<file path="config.mk">
export PLATFORM = sky130hd
export DESIGN_NAME = i2c_target_regs
export DESIGN_NICKNAME = d
export VERILOG_FILES = /design/src/rtl/i2c_target_regs_pkg.sv /design/src/rtl/i2c_line_filter.sv /design/src/rtl/i2c_target_regs.sv
export SDC_FILE = /design/constraint.sdc
export NUM_CORES = 1
export LEC_CHECK = 0
export CORE_ASPECT_RATIO = 1.25
export CORE_MARGIN = 2
export CORE_UTILIZATION = 60
export CTS_BUF_LIST = sky130_fd_sc_hd__clkbuf_8
export DETAILED_ROUTE_END_ITERATION = 16
export GPL_TIMING_DRIVEN = 0
export PLACE_DENSITY = 0.85
export SLEW_MARGIN = 15
export SYNTH_ARGS = -nofsm -noshare
export SYNTH_HDL_FRONTEND = slang
export SYNTH_SLANG_ARGS = --single-unit
</file>
<file path="constraint.sdc">
create_clock -name clk -period 3.1 [get_ports clk]
set_input_delay 0.62 -clock clk [delete_from_list [all_inputs] [get_ports clk]]
set_output_delay 0.62 -clock clk [all_outputs]
set_load 0.1 [all_outputs]
</file>
<file path="src/rtl/i2c_target_regs_pkg.sv">
// Shared types and constants for the I2C register-file target.
package i2c_target_regs_pkg;

    // Protocol FSM states.
    typedef enum logic [2:0] {
        ST_IDLE    = 3'd0,
        ST_ADDR    = 3'd1,
        ST_ACK     = 3'd2,
        ST_WR_PTR  = 3'd3,
        ST_WR_DATA = 3'd4,
        ST_RD_DATA = 3'd5,
        ST_RD_ACK  = 3'd6,
        ST_IGNORE  = 3'd7
    } state_t;

    // Value of the R/W bit in the address byte.
    localparam logic RW_WRITE = 1'b0;
    localparam logic RW_READ  = 1'b1;

endpackage

</file>
<file path="src/rtl/i2c_line_filter.sv">
// Synchronizer plus run-length glitch filter for one I2C line.
// The filtered level only follows the synchronized input after FILTER_LEN
// consecutive samples disagree with it; rise/fall pulses are registered
// together with the level so they are always consistent with it.
module i2c_line_filter #(
    parameter int FILTER_LEN = 4
) (
    input  logic clk,
    input  logic rst,
    input  logic line_i,
    output logic level_o,
    output logic rise_o,
    output logic fall_o
);

    localparam int CNT_W = (FILTER_LEN > 1) ? $clog2(FILTER_LEN) : 1;

    logic [1:0]       sync_q;
    logic             level_q, level_d;
    logic             rise_q, rise_d;
    logic             fall_q, fall_d;
    logic [CNT_W-1:0] cnt_q, cnt_d;

    // Count how long the synchronized line has disagreed with the filtered level.
    always_comb begin
        cnt_d   = '0;
        level_d = level_q;
        rise_d  = 1'b0;
        fall_d  = 1'b0;
        if (sync_q[1] != level_q) begin
            if (cnt_q == CNT_W'(FILTER_LEN - 1)) begin
                level_d = sync_q[1];
                rise_d  = sync_q[1];
                fall_d  = ~sync_q[1];
            end else begin
                cnt_d = cnt_q + CNT_W'(1);
            end
        end
    end

    // Synchronizer and filter state; idle bus is high, so reset to 1.
    always_ff @(posedge clk) begin
        if (rst) begin
            sync_q  <= 2'b11;
            level_q <= 1'b1;
            rise_q  <= 1'b0;
            fall_q  <= 1'b0;
            cnt_q   <= '0;
        end else begin
            sync_q  <= {sync_q[0], line_i};
            level_q <= level_d;
            rise_q  <= rise_d;
            fall_q  <= fall_d;
            cnt_q   <= cnt_d;
        end
    end

    assign level_o = level_q;
    assign rise_o  = rise_q;
    assign fall_o  = fall_q;

endmodule

</file>
<file path="src/rtl/i2c_target_regs.sv">
// I2C target exposing a byte-addressed register file with EEPROM-style
// pointer addressing: the first byte after a write address loads the
// pointer, later bytes read or write with auto-increment.
module i2c_target_regs
    import i2c_target_regs_pkg::*;
#(
    parameter logic [6:0] DEV_ADDR   = 7'h50,
    parameter int         ADDR_WIDTH = 8,
    parameter int         FILTER_LEN = 4
) (
    input  logic                  clk,
    input  logic                  rst,
    input  logic                  scl_i,
    output logic                  scl_o,
    output logic                  scl_t,
    input  logic                  sda_i,
    output logic                  sda_o,
    output logic                  sda_t,
    output logic [ADDR_WIDTH-1:0] reg_addr,
    output logic                  reg_wr_en,
    output logic [7:0]            reg_wr_data,
    input  logic [7:0]            reg_rd_data,
    output logic                  busy,
    output logic                  bus_active
);

    logic scl_f, scl_rise, scl_fall;
    logic sda_f, sda_rise, sda_fall;

    i2c_line_filter #(.FILTER_LEN(FILTER_LEN)) u_scl_filter (
        .clk     (clk),
        .rst     (rst),
        .line_i  (scl_i),
        .level_o (scl_f),
        .rise_o  (scl_rise),
        .fall_o  (scl_fall)
    );

    i2c_line_filter #(.FILTER_LEN(FILTER_LEN)) u_sda_filter (
        .clk     (clk),
        .rst     (rst),
        .line_i  (sda_i),
        .level_o (sda_f),
        .rise_o  (sda_rise),
        .fall_o  (sda_fall)
    );

    state_t                state_q, state_d;
    logic [3:0]            bit_cnt_q, bit_cnt_d;
    logic [7:0]            shift_q, shift_d;
    logic                  rw_q, rw_d;
    logic                  ptr_done_q, ptr_done_d;
    logic                  sda_q, sda_d;
    logic [ADDR_WIDTH-1:0] addr_q, addr_d;
    logic                  wr_en_q, wr_en_d;
    logic [7:0]            wr_data_q, wr_data_d;
    logic                  busy_q, busy_d;
    logic                  bus_active_q, bus_active_d;

    logic       start_cond;
    logic       stop_cond;
    logic [7:0] byte_in;

    assign start_cond = sda_fall & scl_f;
    assign stop_cond  = sda_rise & scl_f;
    // Byte as it stands once the bit on the current scl_rise is shifted in.
    assign byte_in    = {shift_q[6:0], sda_f};

    // Next-state and output logic; START/STOP override every state.
    always_comb begin
        state_d      = state_q;
        bit_cnt_d    = bit_cnt_q;
        shift_d      = shift_q;
        rw_d         = rw_q;
        ptr_done_d   = ptr_done_q;
        sda_d        = sda_q;
        wr_en_d      = 1'b0;
        wr_data_d    = wr_data_q;
        busy_d       = busy_q;
        bus_active_d = bus_active_q;
        // The pointer advances the cycle after a write strobe.
        addr_d       = wr_en_q ? addr_q + ADDR_WIDTH'(1) : addr_q;

        if (start_cond) begin
            state_d      = ST_ADDR;
            bit_cnt_d    = 4'd0;
            sda_d        = 1'b1;
            ptr_done_d   = 1'b0;
            bus_active_d = 1'b1;
        end else if (stop_cond) begin
            state_d      = ST_IDLE;
            bit_cnt_d    = 4'd0;
            sda_d        = 1'b1;
            busy_d       = 1'b0;
            bus_active_d = 1'b0;
        end else begin
            case (state_q)
                ST_IDLE, ST_IGNORE: begin
                    sda_d = 1'b1;
                end
                ST_ADDR: begin
                    if (scl_rise) begin
                        shift_d = byte_in;
                        if (bit_cnt_q == 4'd7) begin
                            bit_cnt_d = 4'd0;
                            if (byte_in[7:1] == DEV_ADDR) begin
                                state_d = ST_ACK;
                                busy_d  = 1'b1;
                                rw_d    = byte_in[0] ? RW_READ : RW_WRITE;
                            end else begin
                                state_d = ST_IGNORE;
                                busy_d  = 1'b0;
                            end
                        end else begin
                            bit_cnt_d = bit_cnt_q + 4'd1;
                        end
                    end
                end
                ST_ACK: begin
                    // bit_cnt 0: waiting for the fall after bit 8; 1: ACK is on the bus.
                    if (scl_fall) begin
                        if (bit_cnt_q == 4'd0) begin
                            sda_d     = 1'b0;
                            bit_cnt_d = 4'd1;
                        end else begin
                            sda_d     = 1'b1;
                            bit_cnt_d = 4'd0;
                            if (rw_q == RW_WRITE) begin
                                state_d = ptr_done_q ? ST_WR_DATA : ST_WR_PTR;
                            end else begin
                                // First read bit must go out on this very fall.
                                state_d   = ST_RD_DATA;
                                shift_d   = {reg_rd_data[6:0], 1'b1};
                                sda_d     = reg_rd_data[7];
                                addr_d    = addr_q + ADDR_WIDTH'(1);
                                bit_cnt_d = 4'd1;
                            end
                        end
                    end
                end
                ST_WR_PTR: begin
                    if (scl_rise) begin
                        shift_d = byte_in;
                        if (bit_cnt_q == 4'd7) begin
                            addr_d     = ADDR_WIDTH'(byte_in);
                            ptr_done_d = 1'b1;
                            state_d    = ST_ACK;
                            bit_cnt_d  = 4'd0;
                        end else begin
                            bit_cnt_d = bit_cnt_q + 4'd1;
                        end
                    end
                end
                ST_WR_DATA: begin
                    if (scl_rise) begin
                        shift_d = byte_in;
                        if (bit_cnt_q == 4'd7) begin
                            wr_en_d   = 1'b1;
                            wr_data_d = byte_in;
                            state_d   = ST_ACK;
                            bit_cnt_d = 4'd0;
                        end else begin
                            bit_cnt_d = bit_cnt_q + 4'd1;
                        end
                    end
                end
                ST_RD_DATA: begin
                    // bit_cnt counts bits already placed on SDA for this byte.
                    if (scl_fall) begin
                        if (bit_cnt_q == 4'd0) begin
                            shift_d   = {reg_rd_data[6:0], 1'b1};
                            sda_d     = reg_rd_data[7];
                            addr_d    = addr_q + ADDR_WIDTH'(1);
                            bit_cnt_d = 4'd1;
                        end else if (bit_cnt_q == 4'd8) begin
                            sda_d     = 1'b1;
                            state_d   = ST_RD_ACK;
                            bit_cnt_d = 4'd0;
                        end else begin
                            sda_d     = shift_q[7];
                            shift_d   = {shift_q[6:0], 1'b1};
                            bit_cnt_d = bit_cnt_q + 4'd1;
                        end
                    end
                end
                ST_RD_ACK: begin
                    if (scl_rise) begin
                        bit_cnt_d = 4'd0;
                        state_d   = sda_f ? ST_IGNORE : ST_RD_DATA;
                    end
                end
                default: begin
                    state_d = ST_IDLE;
                    sda_d   = 1'b1;
                end
            endcase
        end
    end

    // State registers; reset releases SDA and forgets any transfer in progress.
    always_ff @(posedge clk) begin
        if (rst) begin
            state_q      <= ST_IDLE;
            bit_cnt_q    <= 4'd0;
            shift_q      <= 8'd0;
            rw_q         <= RW_WRITE;
            ptr_done_q   <= 1'b0;
            sda_q        <= 1'b1;
            addr_q       <= '0;
            wr_en_q      <= 1'b0;
            wr_data_q    <= 8'd0;
            busy_q       <= 1'b0;
            bus_active_q <= 1'b0;
        end else begin
            state_q      <= state_d;
            bit_cnt_q    <= bit_cnt_d;
            shift_q      <= shift_d;
            rw_q         <= rw_d;
            ptr_done_q   <= ptr_done_d;
            sda_q        <= sda_d;
            addr_q       <= addr_d;
            wr_en_q      <= wr_en_d;
            wr_data_q    <= wr_data_d;
            busy_q       <= busy_d;
            bus_active_q <= bus_active_d;
        end
    end

    assign scl_o       = 1'b1;
    assign scl_t       = 1'b1;
    assign sda_o       = sda_q;
    assign sda_t       = sda_q;
    assign reg_addr    = addr_q;
    assign reg_wr_en   = wr_en_q;
    assign reg_wr_data = wr_data_q;
    assign busy        = busy_q;
    assign bus_active  = bus_active_q;

endmodule

</file>
Word level (Yosys, flattened, before mapping)
Cells that the tools add are included.
- add/sub/neg operators: 4
- equal/unequal tests: 37
- mux-type cells: 62
- bitwise logic cells: 12
- reductions and logical operators: 32
- operators by type and width (cell ; count):
    two-way mux 8 bit ; 17
    case mux 8 bit (3 select lines) ; 2
    two-way mux 3 bit ; 13
    two-way mux 4 bit ; 7
    AND reduction 11 bit ; 2
    two-way mux 1 bit ; 19
    OR reduction 3 bit ; 6
    != test 4 x 3 -> 1 bit (second input constant) ; 4
    != test 4 bit (second input constant) ; 4
    case mux 4 bit (4 select lines) ; 1
    case mux 3 bit (5 select lines) ; 1
    != test 2 x 1 -> 1 bit (second input constant) ; 7
    equality test 3 bit (second input constant) ; 4
    != test 2 bit (second input constant) ; 5
    NOT 1 bit ; 10
    AND reduction 5 bit ; 2
    AND reduction 9 bit ; 1
    adder 8 x 1 -> 8 bit (second input constant) ; 1
    != test 4 x 1 -> 1 bit (second input constant) ; 2
    AND reduction 4 bit ; 2
    nonzero test 2 bit ; 4
    equality test 7 bit (second input constant) ; 1
    nonzero test 7 bit ; 1
    equality test 3 x 2 -> 1 bit (second input constant) ; 2
    other kinds (21) ; 29
- register bits: 51
- word-level logic and storage cells: 169

Logic depth before layout (Yosys ltp)
Gate-level depths: netlist of the first run.
- word-level depth: 8
- mapped depth: 9

Cells and area by module
Synthesis of the first run repeated with hierarchy kept, for this count alone.
- cell total of the unflattened synthesis: 369
- area, all modules: 3078.0 um2
- by module, submodules not included (module ; instances ; cells each ; area an instance (um2) ; sequential area each (um2)):
    i2c_target_regs ; 1 ; 335 ; 2605.0 ; 740.7
    i2c_line_filter ; 2 ; 17 ; 236.5 ; 140.1

Worst setup path before layout of the first run
OpenSTA, ideal clock, no wires.
- path type: flip-flop to flip-flop
- from: register addr_q[0], in the netlist reg_addr[0]
- to: register addr_q[6], in the netlist reg_addr[6]
- setup time: 0.124 ns
- arrival time: 2.122 ns
- data required time: 2.976 ns
- setup slack: 0.853 ns
- stages on the path, launching flop included: 7
- buffers on the path: 0
- clock period less this slack: 2.247 ns
- cells stage by stage: dfxtp_1 -> ha_1 -> nand4_1 -> o21a_1 -> o21ai_0 -> and2_1 -> o22ai_1
- cells in the longest elaborated chain, start to end: 8
- elaborated cells between the ends (all ways): 12
- RTL lines (item ; line ; text):
    from (decl) ; i2c_target_regs.sv:54 ; logic [ADDR_WIDTH-1:0] addr_q, addr_d;
    from (signal assigned) ; i2c_target_regs.sv:221 ; addr_q <= addr_d;
    adder 8 x 1 -> 8 bit * ; i2c_target_regs.sv:82, i2c_target_regs.sv:135, i2c_target_regs.sv:173 ;
    two-way mux 8 bit ; i2c_target_regs.sv:82 ; addr_d = wr_en_q ? addr_q + ADDR_WIDTH'(1) : addr_q;
    two-way mux 8 bit ; i2c_target_regs.sv:128 ; if (rw_q == RW_WRITE) begin
    two-way mux 8 bit ; i2c_target_regs.sv:122 ; if (bit_cnt_q == 4'd0) begin
    two-way mux 8 bit ; i2c_target_regs.sv:121 ; if (scl_fall) begin
    case mux 8 bit (3 select lines) ; i2c_target_regs.sv:97 ; case (state_q)
    two-way mux 8 bit ; i2c_target_regs.sv:90 ; end else if (stop_cond) begin
    two-way mux 8 bit * ; i2c_target_regs.sv:84 ; if (start_cond) begin
Every way passes the cells marked *; elsewhere a longest branch is shown, timed or not.
A chain may end at the register's enable or synchronous reset.

Worst setup path in the final report of the first run
- from: register addr_q[2], in the netlist reg_addr[2]
- to: output reg_addr[2]
- RTL lines (item ; line ; text):
    to (decl) ; i2c_target_regs.sv:19 ; output logic [ADDR_WIDTH-1:0] reg_addr,
No word-level cell between the ends.

==> impl_results.md, run 1 <==
- LEAKAGE: 0.00133 uW
- Register area share after synthesis: 35.2%
- Final WL: 7140 um
- Worst skew pair latency: 0.32 ns
- Status: complete, no violations
- Die area: 5420 um^2
- Clock Skews: 0.0128 ns
- R2R Path Start: bit_cnt_q[0]
- Hold path start: u_sda_filter.sync_q[0]
- Diode count: 0
- RD Place Congestion: 0.965
- Number of synthesized flops with an enable pin: 0
- # resized after CTS: 0
- Power per cell area: 531 nW/um^2
- CP max stage cell: clkdlybuf4s50_1
- WL per Instance: 16.1 um
- HPWL Detailed: 5090 um
- Number of routed nets with antenna violations: 0
- Period Utilization, post-route: 83.3%
- Final hold violations: 0
- Arrival @ worst endpoint: 1.96 ns
- Crit path max-delay family: buffers and inverters
- First-pass GRT wire length: 11400 um
- Max-cap viol count: 0
- Worst Setup End Kind: output pin
- Initial antenna violation count: 0
- Most common cell after layout, fill and taps aside: dfxtp_1
- RSZ-0062 raised after global routing: no
- CTS tree: built
- Sw frac: 38.3%
- Psw: 691 uW
- Fin nets: 401
- Initial Util: 61.9%
- Crit path cell chain: clkdlybuf4s50_1
- Worst slew pin tran: 0.979 ns
- Count of different cell masters after synthesis: 64
- Hold Crit Class: register to register
- Ys flop type: dfxtp_1
- Drc violations: 0
- Worst hold slack: 0.422 ns
- Buf/Inv on CP: 1
- CTS root buffer: clkbuf_8
- All-Layer GR Usage: 27.4%
- Synth-to-Final Area Change: 16.9%
- Largest net degree at the start of global routing: 18
- Post-CTS Hold Buffers: 0
- Setup bufs post-CTS: 0
- Hold Path Stages: 1
- Clk buf depth: 2
- YS warnings: 0
- Grt ovf: 0
- Clock power frac: 22.7%
- Seq pwr share: 42.5%
- Post-synth ARST share: 0%
- Ratio of cells with drive above 1 in the final layout: 8.83%
- Mapped cell area: 2900 um^2
- Width of the die: 66.2 um
- Largest stage delay on the critical path: 1.18 ns
- Num CTS Buffers: 5
- Worst Path Max Fanout: 6
- I/O pins: 35
- CTS sink count: 51
- Placed Area: 3300 um^2
- Commonest cells after routing, fill and taps aside: dfxtp_1 (51), clkdlybuf4s50_1 (32), nor2_1 (27)
- Sum Neg Setup Slack: 0 ns
- Critical Path Stages: 1
- Reg2Reg Depth: 8
- Synth Instances: 344
- Slew Viols, Final: 0
- Slew margin rel.: 34.5%
- Final WS setup: 0.516 ns
- Required @ worst endpoint: 2.48 ns
- Initial drt markers: 228
- Worst Setup SP: reg_addr[2]
- Fill count: 369
- Vias in the first global route: 2407
- Core Area: 4690 um^2
- Clk slew on worst S/H paths: 0.10 ns
- Number of synthesized register bits: 51
- Crit path time final: 2.58 ns
- H-tree depth: 2
- PortBufs: 32
- Startpoint Class: register
- Via density: 6.14
- Rows: 28
- Fin area: 3390 um^2
- Die height: 81.8 um
- VDD IR max: 366 uV
- Pre-CTS setup slack: 0.655 ns
- CP Class: register to output pin
- Logic gate share of total power: 34.8%
- Avg Synthesized Cell Area: 8.44 um^2
- Final setup viols: 0
- Via Count: 2732
- Fmax: 387 MHz
- First-pass DRT Iterations: 5
- Cell-internal power: 1110 uW
## flip-flops by register name, indices dropped and copies added, names as in the netlist, 2 cells and up
signal               flops
reg_addr                 8
reg_wr_data              8
shift_q                  8
bit_cnt_q                4
state_q                  3
u_scl_filter.cnt_q       2
u_scl_filter.sync_q      2
u_sda_filter.cnt_q       2
u_sda_filter.sync_q      2
## worst paths after layout
path,end,slack (ns)
setup reg to reg,reg_addr[3],0.76
hold reg to reg,u_sda_filter.sync_q[1],0.42
setup / recovery,reg_addr[2],0.52
hold / removal,u_sda_filter.sync_q[1],0.42
## area by class of cell
cell class              instances  area [um^2]  share of cell area, %
repair buffers                 32          320                   9.44
clock buffers                   5         68.8                   2.03
clock inverters                 3         22.5                  0.663
multi-input cells             255         1700                   50.2
plain buffers                  29          146                   4.31
inverters                      10         37.5                   1.11
well taps                      60         75.1                   2.21
flip-flops and latches         51         1020                   30.1
## cells by family after synthesis
kind of cell / share of synthesized area, %
adders and majority gates: 2.15
other: 0.129
muxes: 7.28
AOI/OAI and AO/OA: 22.4
and+or+nand+nor: 22.1
DFF: 35.2
buffers and inverters: 6.33
xor gates and xnor gates: 4.52
## power by group through the flow
stage,clock network (uW),logic [uW],registers (uW)
2_1_floorplan,0,450,793
3_3_place_gp,0,604,775
3_5_place_dp,0,613,777
4_1_cts,411,615,762
5_1_grt,437,674,770
6_report,409,628,766
## routing by layer
layer | global-route usage [%] | part of all wire [%]
met2 | 46.5 | 49
met3 | 5.34 | 5.7
met5 | 0 | 0
met4 | 9.59 | 1.8
met1 | 34.7 | 43
## per-stage QoR
stage / cells / power (uW) / utilization, %
6_report: 445 / 1800 / 72.3
5_1_grt: 445 / 1880 / 72.3
4_1_cts: 445 / 1790 / 72.3
3_5_place_dp: 437 / 1390 / 70.4
3_3_place_gp: 437 / 1380 / 70.4
2_1_floorplan: 345 / 1240 / -
## cells in the mapped netlist, types with 7 or more instances
cell type / n / area [um^2]
dfxtp_1: 51 / 1020
nor2_1: 27 / 101
a21oi_1: 26 / 130
mux2i_1: 20 / 200
o21ai_0: 20 / 100
nand2_1: 16 / 60.1
clkbuf_1: 13 / 48.8
inv_1: 10 / 37.5
nand3_1: 10 / 50.1
nor3_1: 10 / 50.1
or3_1: 10 / 62.6
o22ai_1: 9 / 56.3
xor2_1: 9 / 78.8
buf_2: 8 / 40.0
a22oi_1: 7 / 52.6
(Power assumes the default switching activity.)
==> run 2, diff against run 1 <==
--- a/config.mk
+++ b/config.mk
@@ -7,11 +7,11 @@
 export LEC_CHECK = 0
 export CORE_ASPECT_RATIO = 1.25
 export CORE_MARGIN = 2
-export CORE_UTILIZATION = 60
+export CORE_UTILIZATION = 52
 export CTS_BUF_LIST = sky130_fd_sc_hd__clkbuf_8
 export DETAILED_ROUTE_END_ITERATION = 16
 export GPL_TIMING_DRIVEN = 0
-export PLACE_DENSITY = 0.85
+export PLACE_DENSITY = 0.78
 export SLEW_MARGIN = 15
 export SYNTH_ARGS = -nofsm -noshare
 export SYNTH_HDL_FRONTEND = slang
==> constraint.sdc (replaced) <==
create_clock -name clk -period 2.1 [get_ports clk]
set_input_delay 0.42 -clock clk [delete_from_list [all_inputs] [get_ports clk]]
set_output_delay 0.42 -clock clk [all_outputs]
set_load 0.1 [all_outputs]
==> impl_results.md, run 2 (synthesized netlist as in run 1, its figures left out) <==
- Status: complete, no violations
- Period Utilization, post-route: 97.7%
- First-pass DRT Iterations: 7
- Number of routed nets with antenna violations: 0
- CP Class: register to register
- Most common cell after layout, fill and taps aside: dfxtp_1
- Fin nets: 404
- Placed Area: 3310 um^2
- RD Place Congestion: 0.903
- Grt ovf: 0
- Fmax: 488 MHz
- First-pass GRT wire length: 12100 um
- PortBufs: 32
- Num CTS Buffers: 5
- Slew margin rel.: 35.7%
- Largest net degree at the start of global routing: 17
- Worst slew pin tran: 0.968 ns
- Die area: 6200 um^2
- I/O pins: 35
- Final setup viols: 0
- Final WL: 7400 um
- CTS root buffer: clkbuf_8
- Via density: 6.06
- H-tree depth: 2
- Diode count: 0
- VDD IR max: 493 uV
- Required @ worst endpoint: 2.31 ns
- Worst Setup End Kind: register
- Drc violations: 0
- WL per Instance: 16.4 um
- Fin area: 3510 um^2
- LEAKAGE: 0.00147 uW
- Startpoint Class: register
- Hold Crit Class: register to register
- Crit path time final: 2.05 ns
- Final hold violations: 0
- HPWL Detailed: 5300 um
- Clk slew on worst S/H paths: 0.10 ns
- Commonest cells after routing, fill and taps aside: dfxtp_1 (44), nor2_1 (26), a21oi_1 (25)
- Die height: 87.6 um
- Post-CTS Hold Buffers: 0
- Worst Path Max Fanout: 5
- Synth-to-Final Area Change: 20.8%
- Clock Skews: 0.0109 ns
- Vias in the first global route: 2559
- Slew Viols, Final: 0
- Clk buf depth: 2
- Worst hold slack: 0.417 ns
- Ratio of cells with drive above 1 in the final layout: 16.8%
- Core Area: 5410 um^2
- Rows: 30
- CTS tree: built
- Initial antenna violation count: 0
- Initial drt markers: 221
- Max-cap viol count: 0
- Worst skew pair latency: 0.30 ns
- Initial Util: 53.7%
- Arrival @ worst endpoint: 2.26 ns
- Power per cell area: 787 nW/um^2
- Width of the die: 70.8 um
- CTS sink count: 51
- Sum Neg Setup Slack: 0 ns
- All-Layer GR Usage: 24.1%
- Via Count: 2737
-- run 2: repair_timing --
item | in CTS | in global routing
cloned | 0 | 0
resized for setup | 28 | 27
setup buffers | 2 | 4
pin swaps | 2 | 4
setup endpoints to repair | 40 | 32
-- run 2: report_power, final --
part	internal, uW	leakage (uW)	switching [uW]
Clock	235	0.0000483	337
Sequential	1050	0.000417	85.5
Combinational	443	0.00101	611
Total	1720	0.00147	1030
-- run 2: routing by layer --
| metal | track usage, % | part of all wire, % | routed length (um) | vias to the layer above |
|---|---|---|---|---|
| li1 | - | - | - | 1337 |
| met5 | 0 | 0 | 0 | - |
| met1 | 29.4 | 43 | 3170 | 1272 |
| met2 | 41.8 | 48 | 3550 | 106 |
| met4 | 10.3 | 3.4 | 254 | 0 |
| met3 | 4.49 | 5.7 | 424 | 22 |
-- run 2: path summary, 6_finish.rpt --
path	slack (ns)	cells past startpoint	to	from
setup reg to reg	0.05	6	state_q[2]	bit_cnt_q[0]
setup / recovery	0.05	6	state_q[2]	bit_cnt_q[0]
hold reg to reg	0.42	1	u_scl_filter.sync_q[1]	u_scl_filter.sync_q[0]
hold / removal	0.42	1	u_scl_filter.sync_q[1]	u_scl_filter.sync_q[0]
-- run 2: per-stage QoR --
step	utilization, %	worst slack, ns	power, uW	std cells
after floorplan	-	0.141	1830	345
after global placement	61.3	-0.148	2040	441
after detailed placement	61.3	-0.150	2060	441
after CTS	63.5	0.00556	2680	450
after global routing	64.9	-0.00162	2910	452
final	64.9	0.0490	2760	452
-- run 2: area by class of cell --
| cell class | count | area [um^2] |
|---|---|---|
| clock inverter | 3 | 18.8 |
| inverter | 10 | 37.5 |
| tap | 64 | 80.1 |
| sequential | 51 | 1030 |
| buffer | 26 | 135 |
| multi-input combinational | 255 | 1780 |
| fill | 486 | 1900 |
| timing repair buffer | 38 | 350 |
| clock buffer | 5 | 68.8 |
-- run 2: worst max-delay path, cell delays in order (launching register included) --
cell       delay [ns]
dfxtp_4          0.38
buf_4            0.11
ha_1             0.22
and4b_2          0.34
o22ai_1          0.13
a2111oi_4        0.39
mux2_2           0.38
